<file path="config.mk">
export PLATFORM = sky130hd
export DESIGN_NAME = sd_route_ctrl
export DESIGN_NICKNAME = d
export VERILOG_FILES = /design/src/rtl/sd_route_pkg.sv /design/src/rtl/sd_route_ctrl_act_timer.sv /design/src/rtl/sd_route_ctrl.sv
export SDC_FILE = /design/constraint.sdc
export NUM_CORES = 1
export LEC_CHECK = 0
export ABC_AREA = 1
export BUFFER_PORTS_ARGS = -buffer_cell sky130_fd_sc_hd__buf_2
export CAP_MARGIN = 15
export CORE_UTILIZATION = 38
export DETAILED_ROUTE_END_ITERATION = 6
export PLACE_DENSITY_LB_ADDON = 0.2
export SYNTH_ARGS = -nofsm -noshare
export SYNTH_HDL_FRONTEND = slang
export SYNTH_SLANG_ARGS = --single-unit
</file>
<file path="constraint.sdc">
create_clock -name clk_sys -period 2.1 [get_ports clk_sys]
set_input_delay 0 -clock clk_sys [delete_from_list [all_inputs] [get_ports clk_sys]]
set_output_delay 0 -clock clk_sys [all_outputs]
set_load 0.02 [all_outputs]
</file>
<file path="src/rtl/sd_route_pkg.sv">
// Shared types and default parameters for the SD SPI route controller.
package sd_route_pkg;

    typedef enum logic [1:0] {
        PHYS    = 2'd0,
        DRAIN_V = 2'd1,
        VIRT    = 2'd2,
        DRAIN_P = 2'd3
    } route_state_t;

    localparam int DEF_QUIET_CYCLES = 64;
    localparam int DEF_ACT_TIMEOUT  = 1000000;
    localparam int DEF_CNT_W        = 20;

endpackage

</file>
<file path="src/rtl/sd_route_ctrl_act_timer.sv">
// SD activity timer: any toggle on MOSI/MISO restarts a saturating counter;
// sd_act_o stays high until the counter reaches ACT_TIMEOUT.
module sd_act_timer
    import sd_route_pkg::*;
#(
    parameter int ACT_TIMEOUT = DEF_ACT_TIMEOUT,
    parameter int CNT_W       = DEF_CNT_W
) (
    input  logic clk_sys,
    input  logic reset_n,
    input  logic mosi_i,
    input  logic miso_i,
    output logic sd_act_o
);

    localparam logic [CNT_W-1:0] LIMIT = CNT_W'(ACT_TIMEOUT);

    logic             mosi_q;
    logic             miso_q;
    logic [CNT_W-1:0] cnt_q;
    logic [CNT_W-1:0] cnt_d;
    logic             sd_act_q;
    logic             toggle;

    always_comb begin
        toggle = (mosi_i != mosi_q) || (miso_i != miso_q);
        cnt_d  = cnt_q;
        if (toggle) begin
            cnt_d = '0;
        end else if (cnt_q < LIMIT) begin
            cnt_d = cnt_q + CNT_W'(1);
        end
    end

    // MISO idles high on an SD bus, so its history starts high to avoid a
    // spurious activity flash straight out of reset.
    always_ff @(posedge clk_sys or negedge reset_n) begin
        if (!reset_n) begin
            mosi_q   <= 1'b0;
            miso_q   <= 1'b1;
            cnt_q    <= LIMIT;
            sd_act_q <= 1'b0;
        end else begin
            mosi_q   <= mosi_i;
            miso_q   <= miso_i;
            cnt_q    <= cnt_d;
            sd_act_q <= (cnt_d < LIMIT);
        end
    end

    assign sd_act_o = sd_act_q;

endmodule

</file>
<file path="src/rtl/sd_route_ctrl.sv">
// Routes the core SPI port to the physical SD slot or the virtual sd_card,
// swapping only after the bus is quiet. Optional macro: SD_MISO_SYNC_EN.
module sd_route_ctrl
    import sd_route_pkg::*;
#(
    parameter int QUIET_CYCLES = DEF_QUIET_CYCLES,
    parameter int ACT_TIMEOUT  = DEF_ACT_TIMEOUT,
    parameter int CNT_W        = DEF_CNT_W
) (
    input  logic clk_sys,
    input  logic reset_n,
    input  logic img_mounted,
    input  logic img_size_nz,
    input  logic spi_sck,
    input  logic spi_mosi,
    input  logic spi_ss,
    output logic spi_miso,
    output logic phys_sck,
    output logic phys_mosi,
    output logic phys_cs,
    input  logic phys_miso,
    output logic virt_sck,
    output logic virt_mosi,
    output logic virt_ss,
    input  logic virt_miso,
    output logic vsd_sel,
    output logic switch_busy,
    output logic sd_act,
    output logic led_user,
    output logic led_disk
);

    localparam int QW = (QUIET_CYCLES > 1) ? $clog2(QUIET_CYCLES) : 1;
    localparam logic [QW-1:0] QUIET_LAST = QW'(QUIET_CYCLES - 1);

    route_state_t  state_q;
    logic          vsd_sel_q;
    logic          switch_busy_q;
    logic          target_q;
    logic [QW-1:0] quiet_q;
    logic          phys_miso_s;

`ifdef SD_MISO_SYNC_EN
    logic [1:0] miso_sync_q;

    always_ff @(posedge clk_sys or negedge reset_n) begin
        if (!reset_n) begin
            miso_sync_q <= 2'b11;
        end else begin
            miso_sync_q <= {miso_sync_q[0], phys_miso};
        end
    end

    assign phys_miso_s = miso_sync_q[1];
`else
    assign phys_miso_s = phys_miso;
`endif

    // The FSM reads target_q from before this edge, so a mount strobe that
    // coincides with quiet-count completion is only seen in the next state.
    always_ff @(posedge clk_sys or negedge reset_n) begin
        if (!reset_n) begin
            state_q       <= PHYS;
            vsd_sel_q     <= 1'b0;
            switch_busy_q <= 1'b0;
            target_q      <= 1'b0;
            quiet_q       <= '0;
        end else begin
            if (img_mounted) begin
                target_q <= img_size_nz;
            end
            case (state_q)
                PHYS: begin
                    if (target_q) begin
                        state_q       <= DRAIN_V;
                        switch_busy_q <= 1'b1;
                        quiet_q       <= '0;
                    end
                end
                VIRT: begin
                    if (!target_q) begin
                        state_q       <= DRAIN_P;
                        switch_busy_q <= 1'b1;
                        quiet_q       <= '0;
                    end
                end
                DRAIN_V, DRAIN_P: begin
                    if (target_q == vsd_sel_q) begin
                        state_q       <= vsd_sel_q ? VIRT : PHYS;
                        switch_busy_q <= 1'b0;
                        quiet_q       <= '0;
                    end else if (!spi_ss) begin
                        quiet_q <= '0;
                    end else if (quiet_q == QUIET_LAST) begin
                        state_q       <= vsd_sel_q ? PHYS : VIRT;
                        vsd_sel_q     <= ~vsd_sel_q;
                        switch_busy_q <= 1'b0;
                        quiet_q       <= '0;
                    end else begin
                        quiet_q <= quiet_q + QW'(1);
                    end
                end
                default: begin
                    state_q       <= PHYS;
                    vsd_sel_q     <= 1'b0;
                    switch_busy_q <= 1'b0;
                    quiet_q       <= '0;
                end
            endcase
        end
    end

    // The deselected card is parked with CS high and SCK/MOSI low.
    assign phys_sck  = vsd_sel_q ? 1'b0 : spi_sck;
    assign phys_mosi = vsd_sel_q ? 1'b0 : spi_mosi;
    assign phys_cs   = vsd_sel_q ? 1'b1 : spi_ss;
    assign virt_sck  = vsd_sel_q ? spi_sck  : 1'b0;
    assign virt_mosi = vsd_sel_q ? spi_mosi : 1'b0;
    assign virt_ss   = vsd_sel_q ? spi_ss   : 1'b1;
    assign spi_miso  = vsd_sel_q ? virt_miso : phys_miso_s;

    sd_act_timer #(
        .ACT_TIMEOUT (ACT_TIMEOUT),
        .CNT_W       (CNT_W)
    ) u_act_timer (
        .clk_sys  (clk_sys),
        .reset_n  (reset_n),
        .mosi_i   (spi_mosi),
        .miso_i   (spi_miso),
        .sd_act_o (sd_act)
    );

    assign vsd_sel     = vsd_sel_q;
    assign switch_busy = switch_busy_q;
    assign led_user    = vsd_sel_q & sd_act;
    assign led_disk    = ~vsd_sel_q & sd_act;

endmodule

</file>
==> flow_summary.yaml <==
run_status:
  outcome: "complete, no violations"
power_and_ir_drop:
  vdd_drop_max_mv: 0.3668
  finalPower_w: 0.001486
  powerDensity_nw_per_um2: 557.1
  leakage_nw: 1.345
worst_setup_path:
  required_ps: 2280
  cpPeakStageDelay_ps: 600
  crit_chain: "inv_2, nor2_2, nand2_1, nor2_2, nand2_2, nand2_4, nand2_1, a21oi_2, nor2_1, nand2_1, nand2_1, nor2_1, nor2_1"
  crit_type: "flop to flop"
  worst-path-max-fanout: 12
  crit_path_start_kind: "flop"
  worstPathArrival_ps: 2080
  critPathSlowestCell: "dfstp_2"
  cp-end-kind: "flop"
  cp_common_cell: "nand2_1"
route:
  vias_per_cell: 4.835
  wl_per_cell_um: 11.88
  drtPass1Iterations: 4
  drcViolationCount: 0
  vias: 2195
  wl_um: 5395
  ant_nets: 0
  drt-initial-drc-count: 142
global_route:
  top_usage_layer: "met2"
  grt_pass1_wl_um: 9453
  grt_use_total: 0.1948
  antenna_found_initial: 0
  grt_max_degree: 35
  grt_pass1_vias: 2062
  grt_use_met3: 0.03657
  overflow: 0
  use_met1: 0.2457
  met2_usage: 0.3282
yosys:
  async_flop_share: 1.000
  synth_edf_count: 0
  synth_top_area_cell: "dfrtp_1"
  synth_warnings: 0
  yosys.area.top_type_share: 0.2840
  syn_inst: 347
  synth_area_um2: 2291
  synth_commonest_cells: "116 x nand2_1, 56 x inv_1, 43 x nor2_1"
  synth-seq-area-share: 0.3758
  avgSynthCellArea_um2: 6.602
  synthMostInstantiatedCell: "nand2_1"
  ys_seq_elements: 34
  synthTopCellsByArea: "dfrtp_1 28%, nand2_1 19%, dfstp_2 9.2%, inv_1 9.2%, nor2_1 7.0%"
  yosysUniqueCellTypes: 31
  synth_fp_nets: 358
  ys.flop_type: "dfrtp_1"
sta:
  tightest_slew_ps: 749.8
  hold_violations: 0
  setup_viol: 0
  rsz0062_at_grt: "false"
  period_needed_ps: 1903
  period_share: 0.9060
  max_freq_mhz: 525.6
  setup_tns_ps: 0
  slew_headroom: 0.5001
  drv_slew: 0
  fin_skew_ps: 5.916
layout:
  layout-drive-gt1-share: 0.1754
  register_area_um2: 860.8
  antenna_cells: 0
  multi_input_area_um2: 1224
  finalNonFillerCells: 454
  area_growth_pct: 16.44
  fillers: 566
  layout.nets: 392
  final_util: 0.4728
floorplan:
  io_pins: 21
  die_area_um2: 6343
  initial_core_util: 0.4061
  rows: 27
  core_area_um2: 5642
  die_height_um: 79.65
  die_x_um: 79.65
cts:
  cts_root_buf: "clkbuf_8"
  clkTransAtPathRegs_ps: 70
  cts_sinks: 34
  cts_setup_buffers: 0
  cts_buffers: 5
  htree_levels: 2
  clk_path_buf_depth: 2
  clock_latency_ps: 280
  cts_tree: "built"
placement:
  dp_hpwl_um: 3993
  place_congestion: 0.8604
  dp.cells: 440
  io_buffers: 20
min_path:
  hp-class: "input port to flop"
flow_run:
  drv_cap: 0
-- cells by family (layout without fill, tap and decap cells) --
logic type | count (synthesis) | count (layout) | synth area share
fa+ha+maj | 2 | 2 | 0.01092
compound gates | 28 | 28 | 0.07264
xor+xnor | 4 | 4 | 0.01529
simple gates | 218 | 219 | 0.4194
buf+inv | 61 | 95 | 0.1060
flops | 34 | 34 | 0.3757
-- final timing paths --
kind	from	end	slack (ps)	depth (start not counted)
worst max-delay path	u_act_timer.cnt_q[14]$_DFF_PN1_	u_act_timer.sd_act_o$_DFF_PN0_	200	13
worst min-delay path	virt_miso	u_act_timer.miso_q$_DFF_PN1_	60	5
worst max register to register	u_act_timer.cnt_q[14]$_DFF_PN1_	u_act_timer.sd_act_o$_DFF_PN0_	200	13
worst min register to register	u_act_timer.cnt_q[19]$_DFF_PN1_	u_act_timer.cnt_q[19]$_DFF_PN1_	490	2
max in group asynchronous	reset_n	u_act_timer.cnt_q[15]$_DFF_PN0_	1300	2
min in group asynchronous	reset_n	u_act_timer.cnt_q[4]$_DFFE_PN0P_	320	2
-- per-stage QoR --
stage | hold WS (ps) | setup WS [ps] | instance area, um^2
floorplan | -295.6 | 383.7 | 2291
global placement | 124.2 | 33.62 | 2490
detailed placement | 127.2 | 88.54 | 2490
CTS | 47.42 | 76.33 | 2631
global route | 89.94 | 5.537 | 2668
finish | 56.12 | 197.4 | 2668
-- registers in the layout, summed over array words and instances (netlist names), named ones only --
register,count
switch_busy,1
u_act_timer.sd_act_o,1
u_act_timer.cnt_q,20
u_act_timer.miso_q,1
vsd_sel,1
u_act_timer.mosi_q,1
quiet_q,6
target_q,1
state_q,1
-- what timing repair did --
action,CTS,global route
hold endpoints to repair,29,0
resized for setup,0,8
hold buffers,5,0
setup endpoints to repair,0,5
-- layout by cell type, fill, tap and decap left out, types with 7 or more instances in the layout --
cell type	count
nand2_1	115
inv_1	56
nor2_1	40
dfrtp_1	26
nand3_1	25
buf_2	20
o21ai_0	14
nor2_2	8
dfstp_2	8
nor2_4	7
nand4_1	7
-- metal layers --
metal  up-vias  part of all wire
met5         -                 0
met4         0             0.021
met3        10             0.045
met2        60              0.44
met1       986              0.49
li1       1139                 -
-- power breakdown --
| part | total [W] | switching, W | internal, W |
|---|---|---|---|
| clock network | 0.000498 | 0.000234 | 0.000264 |
| logic | 0.000251 | 0.000161 | 0.0000899 |
| registers | 0.000737 | 0.0000370 | 0.000700 |
| total | 0.00149 | 0.000432 | 0.00105 |
-- worst max-delay path, delay by kind of cell, from the launching register on --
family / cells / cell delay, ps
AND/OR/NAND/NOR: 11 / 980
flip-flops: 1 / 600
AO/OA/AOI/OAI: 1 / 170
buffers and inverters: 1 / 60
-- layout make-up --
type,count,share of cell area
Sequential cell,34,0.3227
Tap cell,72,0.03377
Timing Repair Buffer,30,0.07036
Multi-Input combinational cell,253,0.4587
Clock inverter,1,0.001876
Clock buffer,7,0.03236
Inverter,57,0.08021
(Power assumes the default switching activity.)
